### src/rtl/multi_lane_serializer.sv
// -----------------------------------------------------------------------------
// multi_lane_serializer
//
// Accepts words through a valid/ready handshake into a small FIFO and shifts
// them out on LANES parallel serial lines. Words follow each other with no idle
// cycle while the FIFO has data. sync_out marks the last bit of every
// SYNC_EVERY-th word so the receiver can frame the stream.
//
// Ports:
//   clk       in   system clock, rising edge
//   rst_n     in   asynchronous active-low reset
//   in_valid  in   in_data holds a word
//   in_data   in   WORD_W*LANES bits; lane i = in_data[i*WORD_W +: WORD_W]
//   in_ready  out  FIFO can accept a word (low while in reset)
//   data_out  out  registered serial bit per lane
//   clk_en    out  registered; high while a valid bit is on data_out
//   sync_out  out  registered; high on the last bit of every SYNC_EVERY-th word
//   busy      out  FIFO non-empty or a word is being shifted
// -----------------------------------------------------------------------------
module multi_lane_serializer #(
    parameter int WORD_W     = 8,
    parameter int LANES      = 1,
    parameter int FIFO_DEPTH = 4,
    parameter int SYNC_EVERY = 4,
    parameter bit MSB_FIRST  = 1'b1
) (
    input  logic                      clk,
    input  logic                      rst_n,
    input  logic                      in_valid,
    input  logic [WORD_W*LANES-1:0]   in_data,
    output logic                      in_ready,
    output logic [LANES-1:0]          data_out,
    output logic                      clk_en,
    output logic                      sync_out,
    output logic                      busy
);

    localparam int DW    = WORD_W * LANES;
    localparam int PTR_W = $clog2(FIFO_DEPTH);
    localparam int CNT_W = PTR_W + 1;
    localparam int BIT_W = $clog2(WORD_W);
    localparam int WC_W  = (SYNC_EVERY > 1) ? $clog2(SYNC_EVERY) : 1;

    localparam logic [BIT_W-1:0] BIT_LAST = BIT_W'(WORD_W - 1);
    localparam logic [WC_W-1:0]  WC_WRAP  = WC_W'(SYNC_EVERY - 1);
    localparam logic [CNT_W-1:0] CNT_FULL = CNT_W'(FIFO_DEPTH);

    typedef enum logic [0:0] {IDLE, SHIFT} state_t;

    // ------------------------------------------------------------------
    // Input FIFO
    // ------------------------------------------------------------------
    logic [DW-1:0]    fifo_mem [FIFO_DEPTH];
    logic [PTR_W-1:0] wr_ptr_q, wr_ptr_d;
    logic [PTR_W-1:0] rd_ptr_q, rd_ptr_d;
    logic [CNT_W-1:0] count_q, count_d;
    logic             full, empty, push, pop;
    logic [DW-1:0]    head;

    assign full     = (count_q == CNT_FULL);
    assign empty    = (count_q == '0);
    // Gated with rst_n so no word can be taken while the block is held in reset.
    assign in_ready = !full && rst_n;
    assign push     = in_valid && in_ready;
    assign head     = fifo_mem[rd_ptr_q];

    always_ff @(posedge clk) begin
        if (push) begin
            fifo_mem[wr_ptr_q] <= in_data;
        end
    end

    always_comb begin
        wr_ptr_d = wr_ptr_q;
        rd_ptr_d = rd_ptr_q;
        count_d  = count_q;
        if (push) begin
            wr_ptr_d = wr_ptr_q + PTR_W'(1);
        end
        if (pop) begin
            rd_ptr_d = rd_ptr_q + PTR_W'(1);
        end
        if (push && !pop) begin
            count_d = count_q + CNT_W'(1);
        end else if (!push && pop) begin
            count_d = count_q - CNT_W'(1);
        end
    end

    // ------------------------------------------------------------------
    // Per-lane bit selection: first bit of the FIFO head word and of the
    // shift register, plus the remaining bits after that one is taken.
    // ------------------------------------------------------------------
    logic [DW-1:0]    sr_q, sr_d;
    logic [LANES-1:0] head_bits, cur_bits;
    logic [DW-1:0]    head_rest, cur_rest;

    for (genvar gi = 0; gi < LANES; gi++) begin : g_lane
        logic [WORD_W-1:0] head_word;
        logic [WORD_W-1:0] cur_word;

        assign head_word = head[gi*WORD_W +: WORD_W];
        assign cur_word  = sr_q[gi*WORD_W +: WORD_W];

        if (MSB_FIRST) begin : g_msb
            assign head_bits[gi] = head_word[WORD_W-1];
            assign cur_bits[gi]  = cur_word[WORD_W-1];
            assign head_rest[gi*WORD_W +: WORD_W] = {head_word[WORD_W-2:0], 1'b0};
            assign cur_rest[gi*WORD_W +: WORD_W]  = {cur_word[WORD_W-2:0], 1'b0};
        end else begin : g_lsb
            assign head_bits[gi] = head_word[0];
            assign cur_bits[gi]  = cur_word[0];
            assign head_rest[gi*WORD_W +: WORD_W] = {1'b0, head_word[WORD_W-1:1]};
            assign cur_rest[gi*WORD_W +: WORD_W]  = {1'b0, cur_word[WORD_W-1:1]};
        end
    end

    // ------------------------------------------------------------------
    // Shift FSM
    // bit_cnt_q counts the bits still to come after the one on data_out,
    // so bit_cnt_q == 0 means the last bit of the word is being shown.
    // ------------------------------------------------------------------
    state_t           state_q, state_d;
    logic [BIT_W-1:0] bit_cnt_q, bit_cnt_d;
    logic [WC_W-1:0]  word_cnt_q, word_cnt_d;
    logic [LANES-1:0] data_out_q, data_out_d;
    logic             clk_en_q, clk_en_d;
    logic             sync_out_q, sync_out_d;

    always_comb begin
        state_d    = state_q;
        bit_cnt_d  = bit_cnt_q;
        word_cnt_d = word_cnt_q;
        sr_d       = sr_q;
        data_out_d = '0;
        clk_en_d   = 1'b0;
        sync_out_d = 1'b0;
        pop        = 1'b0;

        unique case (state_q)
            IDLE: begin
                if (!empty) begin
                    pop        = 1'b1;
                    sr_d       = head_rest;
                    data_out_d = head_bits;
                    clk_en_d   = 1'b1;
                    bit_cnt_d  = BIT_LAST;
                    state_d    = SHIFT;
                end
            end
            SHIFT: begin
                if (bit_cnt_q != '0) begin
                    data_out_d = cur_bits;
                    sr_d       = cur_rest;
                    clk_en_d   = 1'b1;
                    bit_cnt_d  = bit_cnt_q - BIT_W'(1);
                    // The bit driven on this edge is the word's last one.
                    if (bit_cnt_q == BIT_W'(1)) begin
                        if (word_cnt_q == WC_WRAP) begin
                            word_cnt_d = '0;
                            sync_out_d = 1'b1;
                        end else begin
                            word_cnt_d = word_cnt_q + WC_W'(1);
                        end
                    end
                end else if (!empty) begin
                    // Chain the next word onto the same edge: no gap cycle.
                    pop        = 1'b1;
                    sr_d       = head_rest;
                    data_out_d = head_bits;
                    clk_en_d   = 1'b1;
                    bit_cnt_d  = BIT_LAST;
                end else begin
                    bit_cnt_d = BIT_LAST;
                    state_d   = IDLE;
                end
            end
            default: begin
                state_d = IDLE;
            end
        endcase
    end

    always_ff @(posedge clk or negedge rst_n) begin
        if (!rst_n) begin
            state_q    <= IDLE;
            bit_cnt_q  <= BIT_LAST;
            word_cnt_q <= '0;
            sr_q       <= '0;
            data_out_q <= '0;
            clk_en_q   <= 1'b0;
            sync_out_q <= 1'b0;
            wr_ptr_q   <= '0;
            rd_ptr_q   <= '0;
            count_q    <= '0;
        end else begin
            state_q    <= state_d;
            bit_cnt_q  <= bit_cnt_d;
            word_cnt_q <= word_cnt_d;
            sr_q       <= sr_d;
            data_out_q <= data_out_d;
            clk_en_q   <= clk_en_d;
            sync_out_q <= sync_out_d;
            wr_ptr_q   <= wr_ptr_d;
            rd_ptr_q   <= rd_ptr_d;
            count_q    <= count_d;
        end
    end

    assign data_out = data_out_q;
    assign clk_en   = clk_en_q;
    assign sync_out = sync_out_q;
    assign busy     = (state_q == SHIFT) || !empty;

endmodule

### config.mk
export PLATFORM = sky130hd
export DESIGN_NAME = multi_lane_serializer
export DESIGN_NICKNAME = d
export VERILOG_FILES = /design/src/rtl/multi_lane_serializer.sv
export SDC_FILE = /design/constraint.sdc
export NUM_CORES = 1
export LEC_CHECK = 0
export ABC_AREA = 1
export BUFFER_PORTS_ARGS = -buffer_cell sky130_fd_sc_hd__buf_2
export CAP_MARGIN = 20
export CORE_MARGIN = 4
export CORE_UTILIZATION = 50
export CTS_CLUSTER_SIZE = 40
export DETAILED_ROUTE_END_ITERATION = 8
export HOLD_SLACK_MARGIN = 0.12
export PLACE_DENSITY = 0.71
export SETUP_SLACK_MARGIN = 0.3
export SYNTH_ARGS = -nofsm -noshare
export SYNTH_HDL_FRONTEND = slang
export SYNTH_SLANG_ARGS = --single-unit
### constraint.sdc
create_clock -name clk -period 6.5 [get_ports clk]
set_input_delay 0.325 -clock clk [delete_from_list [all_inputs] [get_ports clk]]
set_output_delay 0.325 -clock clk [all_outputs]
set_load 0.02 [all_outputs]
==> flow_summary.ini, run 1 <==
[timing]
slew-limit-headroom_pct = 38.5
setup_tns_ns = 0
finalCritPeriodShare_pct = 39.3
hold_ws_ns = 0.242
fmax_ghz = 0.391
finClkSkew_ns = 0.00445
worst_pin_slew_ns = 0.919
rsz0062_at_grt = false
period_minus_slack_ns = 2.56
final_hold_viol_count = 0
setup_violations = 0
drv_slew = 0

[clock_tree]
htree_levels = 2
insertion_delay_ns = 0.29
numCtsBuffers = 5
clkTransAtPathRegs_ns = 0.09
cts_buffer_depth = 2
cts_root_buf = clkbuf_8
cts_resized = 0
cts.sinks = 55
cts_tree = yes

[detailed_routing]
drt_pass1_iterations = 6
drt_iter0_drc = 82
wl_per_cell_um = 11.1
route.detailed.drc = 0
vias_per_cell = 4.57
postRouteAntennaNets = 0
wirelength_mm = 3.99
vias = 1639

[synth]
syn-num-nets = 292
synthFlopType = edfxtp_1
syn_inst = 271
synth_warnings = 0
async_flop_share_pct = 41.8
syn_area_sq_mm = 0.00261
synth_cell_type_count = 29
ys_seq_elements = 55
yosysSeqAreaShare_pct = 59.1
avgSynthCellArea_sq_um = 9.62
synth_edf_count = 32

[finish]
drive_above_1_share_pct = 14.5
utilization_pct = 55.2
fin_nets = 309
n_antenna_cell = 0
syn_to_final_growth_pct = 7.49
fin_area_sq_mm = 0.00280

[die]
num_io_pins = 16
initial_core_util_pct = 51.4
die_height_um = 80.2
die_w_um = 80.2
die_area_sq_mm = 0.00643
rows = 26
core_sq_mm = 0.00507

[critical_path]
cp_max_fo = 25
startpoint_type = input pin
crit_type = in2reg
critical-path-top-delay-family = buffers and inverters
cpPeakStageDelay_ns = 0.52
critical_path_buf_inv_count = 4
cpMaxStageDelayCell = dlygate4sd3_1
end_kind = register
worstPathCellList = dlygate4sd3_1 -> buf_2 -> nand3_2 -> inv_2 -> ha_1 -> inv_1 -> fa_1 -> or2_2 -> nand2_1 -> xor2_1
critical_path_arrival_ns = 2.77
required_ns = 6.72

[global_route]
grt_first_pass_wirelength_mm = 6.92
grt_pass1_vias = 1591
grt_max_degree = 26
grt_usage_pct = 13.8
grt.overflow.total = 0
antenna_found_initial = 0

[flow_run]
maxCapViolCount = 0

[power]
vdd_drop_max_mv = 0.181
power_density_mw_per_mm2 = 390
p_leak_nw = 1.33

[placement]
place_area_sq_mm = 0.00271
gp_congestion = 0.716
hpwl_mm = 2.78
io_buffers = 15

[run_status]
status = complete, no violations

[hold_path]
hp-class = in2reg
## routing by layer
| layer | GRT usage [%] | wire (um) |
|---|---|---|
| met5 | 0 | 0 |
| met4 | 3.55 | 25 |
| met3 | 3.03 | 135 |
| met2 | 24.1 | 1950 |
| met1 | 17.4 | 1880 |
## report_power, final
group	internal (mW)	switching, mW
logic	0.143	0.245
clock network	0.0768	0.0972
registers	0.462	0.0709
## sequential cells by signal, indices dropped and copies added, names as in the netlist
register	flops
fifo_mem	32
rd_ptr_q	2
data_out	1
wr_ptr_q	2
g_lane.cur_word	8
sync_out	1
bit_cnt_q	3
word_cnt_q	2
clk_en	1
count_q	3
## stage by stage
stage	worst slack, ns	cells	power [mW]
after floorplan	4.25	271	0.863
final	3.94	359	1.09
after global routing	3.72	359	1.19
after detailed placement	4.01	350	0.933
after CTS	3.89	359	1.11
after global placement	4.09	350	0.920
## timing repair
item | 4_1_cts | 5_1_grt
setup endpoints to repair | 0 | 0
hold endpoints to repair | 20 | 0
hold buffers | 1 | 0
buffers inserted | 0 | 0
## worst register-to-register path, stage by stage, from the launching register on
cell and delay (ns):
dfstp_2 0.56, inv_1 0.06, ha_1 0.22, nand2_4 0.09, nand2_4 0.10, nand2_2 0.24
ha_1 0.19, inv_1 0.06, fa_1 0.37, or2_2 0.30, nand2_1 0.08, xor2_1 0.15
## area by class of cell
class | instances | area (sq um)
Inverter | 57 | 216
Clock buffer | 8 | 80.1
Multi-Input combinational cell | 153 | 793
Sequential cell | 55 | 1540
Tap cell | 70 | 87.6
Timing Repair Buffer | 16 | 85.1
Fill cell | 460 | 2270
## path summary, 6_finish.rpt
kind	from	slack (ns)	endpoint	cells past startpoint
max	rst_n	3.94	count_q[2]$_DFFE_PN0P_	10
min	in_data[4]	0.24	fifo_mem[0][4]$_DFFE_PP_	1
max reg2reg	bit_cnt_q[0]$_DFFE_PN1P_	4.01	count_q[2]$_DFFE_PN0P_	11
min reg2reg	word_cnt_q[1]$_DFFE_PN0P_	0.48	word_cnt_q[1]$_DFFE_PN0P_	2
max in group asynchronous	rst_n	5.59	bit_cnt_q[0]$_DFFE_PN1P_	2
min in group asynchronous	rst_n	0.55	count_q[1]$_DFFE_PN0P_	2
## synth_stat cells (2+ instances only)
| library cell | instances | share of area (%) |
|---|---|---|
| dfstp_2 | 3 | 3.0 |
| ha_1 | 9 | 4.3 |
| nor2_1 | 21 | 3.0 |
| nor2_2 | 4 | 0.96 |
| dfrtp_1 | 20 | 19 |
| edfxtp_1 | 32 | 37 |
| nand2_1 | 74 | 11 |
| inv_1 | 49 | 7.1 |
| nand3_1 | 26 | 5.0 |
| inv_2 | 6 | 0.86 |
| nand2_2 | 2 | 0.48 |
| nand2_4 | 2 | 0.86 |
| buf_6 | 4 | 1.7 |
| a21oi_1 | 2 | 0.38 |
| xnor2_1 | 2 | 0.67 |
| xor2_1 | 2 | 0.67 |
## cell usage in the layout, fill, tap and decap left out, types with 3 or more instances in the layout
master / synthesis / final
nor2_1: 21 / 21
clkbuf_1: 0 / 3
buf_2: 1 / 15
ha_1: 9 / 9
nor2_2: 4 / 4
edfxtp_1: 32 / 32
dfrtp_1: 20 / 20
dfstp_2: 3 / 3
inv_1: 49 / 49
inv_2: 6 / 6
nand2_1: 74 / 74
clkbuf_8: 0 / 5
nand3_1: 26 / 26
## kinds of logic (layout without fill, tap and decap cells)
family	Yosys count	count (layout)	synth area share (%)
compound gates	6	6	1.34
fa+ha+maj	10	10	5.09
buf+inv	63	81	10.5
xor+xnor	5	5	1.97
flops	55	55	59.1
simple gates	132	132	22.0
No activity file was read; power rests on OpenSTA's default activity.
==> inputs of run 2 (changes only) <==
Clock period 6.5 ns to 2.4 ns, I/O delays scaled along.
==> run 2 against run 1 <==
Setup slack worse by 3.6 ns. Wire length grew 10%. Critical path type is now reg2reg. Critical path depth up 1. First-iteration DRC count is 6.1% higher. Die area is the same. Clock skew hardly changed. Non-clock buffer count is 19 higher.
==> flow_summary.ini, run 2 (synthesis gave the netlist of run 1 again) <==
[placement]
dp.cells = 356
place_area_sq_mm = 0.00279
io_buffers = 15
gp_congestion = 0.796
hpwl_mm = 2.96

[critical_path]
rr_startpoint = bit_cnt_q[1]$_DFFE_PN1P_
cpMaxStageDelayCell = dfstp_2
worstPathCellList = inv_2 -> ha_4 -> nand2_4 -> nand2_8 -> nand2_4 -> ha_4 -> inv_2 -> fa_2 -> or2_4 -> nand2_1 -> xor2_1
critical_path_arrival_ns = 2.28
cp_max_fo = 8
reg2reg_to = count_q[2]$_DFFE_PN0P_
crit_type = reg2reg
startpoint_type = register
end_kind = register
cpPeakStageDelay_ns = 0.54
r2r_setup_slack_ns = 0.37
critPathLaunch = bit_cnt_q[1]$_DFFE_PN1P_
reg2reg_depth = 11
required_ns = 2.65

[die]
die_area_sq_mm = 0.00643
num_io_pins = 16
initial_core_util_pct = 51.4
die_w_um = 80.2
die_height_um = 80.2
core_sq_mm = 0.00507
rows = 26

[global_route]
grt_first_pass_wirelength_mm = 7.47
grt_pass1_vias = 1647
grt_max_degree = 25
antenna_found_initial = 0
grt_usage_pct = 15.4
grt.overflow.total = 0

[clock_tree]
numCtsBuffers = 5
clkTransAtPathRegs_ns = 0.10
htree_levels = 2
cts_tree = yes
cts.sinks = 55
cts_buffer_depth = 2
insertion_delay_ns = 0.31
cts_root_buf = clkbuf_8

[finish]
final_common_cell = nand2_1
n_antenna_cell = 0
fin_area_sq_mm = 0.00305
syn_to_final_growth_pct = 16.9
fill_cells = 430
fin_nets = 328
drive_above_1_share_pct = 20.1
largest_register = fifo_mem
stdcell_count = 378
largest_reg_flops = 32
final_cell_mix = nand2_1, inv_1, edfxtp_1

[timing]
final_hold_viol_count = 0
period_minus_slack_ns = 2.03
setup_tns_ns = 0
slew-limit-headroom_pct = 57.0
finalCritPeriodShare_pct = 84.5
fmax_ghz = 0.493
setup_violations = 0
drv_slew = 0
worst_pin_slew_ns = 0.645
finClkSkew_ns = 0.00494
rsz0062_at_grt = false

[run_status]
status = complete, no violations

[hold_path]
hold_end = wr_ptr_q[0]$_DFFE_PN0P_
worstHoldStart = in_valid
hold_path_depth = 3
hp-class = in2reg

[detailed_routing]
postRouteAntennaNets = 0
wl_per_cell_um = 11.6
route.detailed.drc = 0
routed-wl-met3_um = 113
top_layer = met4
drt_pass1_iterations = 4
drt_iter0_drc = 87
vias = 1686
wirelength_mm = 4.40
wl_met1_mm = 2.05
met2WireLength_mm = 2.15
vias_per_cell = 4.46

[power]
vdd_drop_max_mv = 0.565
power_density_mw_per_mm2 = 1080
power_mw = 3.29
p_leak_nw = 1.45

[flow_run]
maxCapViolCount = 0
==> run 2: cell count changes in the layout (fill, tap and decap cells not counted), moves of 2 or more <==
cell,before,now
ha_4,0,2
ha_1,9,7
dlygate4sd3_1,1,9
inv_2,6,9
clkbuf_1,3,0
inv_1,49,46
buf_4,0,11
==> run 2: critical path: cells and delay by family (launching register included) <==
family / cells / cell delay [ns]
fa+ha+maj: 3 / 0.63
simple gates: 5 / 0.57
flops: 1 / 0.54
xor+xnor: 1 / 0.13
buf+inv: 2 / 0.10
==> run 2: how the worst max path moves through the flow <==
| stage | to | slack, ns | depth (start not counted) |
|---|---|---|---|
| after floorplan | count_q[2]$_DFFE_PN0P_ | 0.33 | 12 |
| after global placement | count_q[2]$_DFFE_PN0P_ | 0.36 | 11 |
| after detailed placement | count_q[2]$_DFFE_PN0P_ | 0.30 | 11 |
| after CTS | count_q[2]$_DFFE_PN0P_ | 0.31 | 11 |
| after global routing | count_q[2]$_DFFE_PN0P_ | 0.29 | 11 |
| final | count_q[2]$_DFFE_PN0P_ | 0.37 | 11 |
==> run 2: metal layers <==
metal / global-route usage [%] / vias up
met4: 5.57 / 0
li1: - / 899
met2: 26.6 / 26
met3: 3.36 / 7
met5: 0 / -
met1: 19.0 / 754
==> run 2: final cells by class <==
type | count | area, sq um | area share [%]
multi-input combinational | 153 | 837 | 27.5
sequential | 55 | 1540 | 50.5
timing repair buffer | 35 | 248 | 8.13
tap | 70 | 87.6 | 2.87
clock inverter | 3 | 50.0 | 1.64
clock buffer | 5 | 68.8 | 2.26
inverter | 57 | 216 | 7.10
==> run 2: what timing repair did <==
item,in CTS,in global routing
hold buffers,9,0
pin swaps,0,3
resized for setup,0,2
setup buffers,1,4
setup endpoints to repair,1,1
gates cloned,0,0
endpoints found under the hold margin,55,0
==> run 2: per-stage QoR <==
stage	hold slack (ns)	setup WS, ns	utilization (%)
2_1_floorplan	-0.176	0.332	-
3_3_place_gp	0.181	0.356	54.9
3_5_place_dp	0.187	0.297	54.9
4_1_cts	0.163	0.305	59.2
5_1_grt	0.194	0.294	60.1
6_report	0.166	0.371	60.1
==> run 2: power breakdown <==
group          leakage (nW)  total [mW]  switching (mW)  internal, mW
sequential            0.566        1.45           0.195          1.25
combinational         0.821        1.21           0.720         0.487
clock                0.0607       0.639           0.317         0.322
==> inputs of run 3 (changes only) <==
Settings changed: PLACE_DENSITY 0.71 to 0.73.
Clock period 2.4 ns to 1.85 ns, I/O delays scaled along.
==> run 3 against run 2 <==
The run now ends with negative setup slack left. Clock power decreased by 2%. Largest power group unchanged. Die area unchanged. Highest routed layer unchanged. Register-to-register slack got worse by 0.50 ns. Setup slack worse by 0.50 ns. First-iteration DRC count decreased by 11%. Flip-flop and latch count unchanged. Maximum frequency rose by 2.6%. Wire length down 3.8%. Clock skew shrank 0.0012 ns. Critical path type unchanged. Non-clock buffer count rose by 10. Cell area grew 2.8%. Via count rose by 3.7%.
==> flow_summary.ini, run 3 (synthesis gave the netlist of run 1 again) <==
[critical_path]
required_ns = 2.05
cp_max_fo = 2
critical_path_arrival_ns = 2.17
critPathLaunch = bit_cnt_q[0]$_DFFE_PN1P_
startpoint_type = register
end_kind = register
rr_startpoint = bit_cnt_q[0]$_DFFE_PN1P_
crit_type = reg2reg

[die]
initial_core_util_pct = 51.4
num_io_pins = 16
die_w_um = 80.2
core_sq_mm = 0.00507
die_height_um = 80.2
rows = 26
die_area_sq_mm = 0.00643

[timing]
period_minus_slack_ns = 1.98
finClkSkew_ns = 0.00376
setup_violations = 1
worst_pin_slew_ns = 0.425
final_hold_viol_count = 0
slew-limit-headroom_pct = 71.7
finalCritPeriodShare_pct = 107
drv_slew = 0
worst_slack_ns = -0.127
rsz0062_at_grt = true
fmax_ghz = 0.506

[detailed_routing]
vias_per_cell = 4.51
drt_iter0_drc = 77
wl_per_cell_um = 10.9
vias = 1748
route.detailed.drc = 0
drt_pass1_iterations = 6
postRouteAntennaNets = 0
wirelength_mm = 4.23

[power]
p_leak_nw = 1.49
seqPwrFrac_pct = 43.4
p_int_mw = 2.66
p_clk_share_pct = 14.9
power.switching_mw = 1.55
switching_share_pct = 36.9
vdd_drop_max_mv = 0.708
power_mw = 4.21
combPwrFrac_pct = 41.6
power_density_mw_per_mm2 = 1340

[finish]
fill_cells = 417
final_cell_mix = nand2_1, inv_1, edfxtp_1
largest_register = fifo_mem
syn_to_final_growth_pct = 20.2
fin_nets = 338
largest_reg_flops = 32
drive_above_1_share_pct = 23.9
utilization_pct = 61.8
final_common_cell = nand2_1
n_antenna_cell = 0

[placement]
io_buffers = 15
gp_congestion = 0.748
hpwl_mm = 2.88

[clock_tree]
cts_buffer_depth = 2
htree_levels = 2
numCtsBuffers = 5
cts_root_buf = clkbuf_8
cts_tree = yes
clkTransAtPathRegs_ns = 0.09
insertion_delay_ns = 0.30
cts.sinks = 55

[global_route]
grt_pass1_vias = 1650
grt_first_pass_wirelength_mm = 7.19
grt.overflow.total = 0
grt_max_degree = 24
grt_usage_pct = 14.7
antenna_found_initial = 0

[flow_run]
maxCapViolCount = 0

[run_status]
failed_checks = negative setup slack
status = complete, but fails checks

[hold_path]
worstHoldStart = in_valid
hp-class = in2reg
[run 3: per-layer routing]
| layer | GRT usage [%] | vias up | wire, um |
|---|---|---|---|
| li1 | - | 920 | - |
| met1 | 17.6 | 794 | 1850 |
| met2 | 25.2 | 26 | 2120 |
| met3 | 3.14 | 8 | 154 |
| met4 | 6.76 | 0 | 106 |
| met5 | 0 | - | 0 |
[run 3: metrics by stage]
stage / setup TNS (ns) / std cells / instance area (sq um) / hold WS (ns) / setup slack [ns]
floorplan: -0.313 / 271 / 2640 / -0.203 / -0.218
global placement: -0.0763 / 365 / 2860 / 0.155 / -0.0763
detailed placement: -0.125 / 365 / 2860 / 0.158 / -0.125
CTS: -0.111 / 385 / 3060 / 0.137 / -0.111
global route: -0.253 / 388 / 3130 / 0.163 / -0.196
finish: -0.127 / 388 / 3130 / 0.139 / -0.127
[run 3: worst paths after layout]
path / end / slack, ns / cells past startpoint
setup / recovery: count_q[2]$_DFFE_PN0P_ / -0.13 / 11
hold / removal: wr_ptr_q[1]$_DFFE_PN0P_ / 0.14 / 5
setup reg to reg: count_q[2]$_DFFE_PN0P_ / -0.13 / 11
hold reg to reg: word_cnt_q[1]$_DFFE_PN0P_ / 0.49 / 2
max in group asynchronous: bit_cnt_q[1]$_DFFE_PN1P_ / 1.07 / 4
min in group asynchronous: count_q[0]$_DFFE_PN0P_ / 0.33 / 3
[run 3: repair_timing]
action | in CTS | in global routing
buffers inserted | 3 | 2
pin swaps | 2 | 4
setup endpoints to repair | 2 | 12
gates resized for setup | 3 | 6
endpoints found under the hold margin | 55 | 0
hold buffers | 9 | 0
[run 3: power by group through the flow]
stage	registers (mW)	clock network [mW]	logic (mW)
after floorplan	1.80	0	1.29
after global routing	1.86	0.713	2.01
after detailed placement	1.85	0	1.61
after CTS	1.83	0.644	1.68
final	1.83	0.629	1.75
after global placement	1.85	0	1.57
[run 3: worst max-delay path, cell delays in order, from the launching register on]
cell and delay (ns):
dfstp_2 0.54, inv_2 0.05, ha_4 0.16, nand2_4 0.07
nand2_4 0.05, nand2_4 0.07, ha_4 0.12, inv_2 0.04
fa_2 0.34, a21oi_1 0.21, nand2_2 0.08, xor2_1 0.14
[run 3: layout make-up]
cell class	instances	area [sq um]	share of cell area (%)
Clock buffer	6	72.6	2.32
Multi-Input combinational cell	153	851	27.1
Tap cell	70	87.6	2.79
Clock inverter	2	12.5	0.399
Inverter	57	220	7.03
Sequential cell	55	1540	49.1
Timing Repair Buffer	45	350	11.2
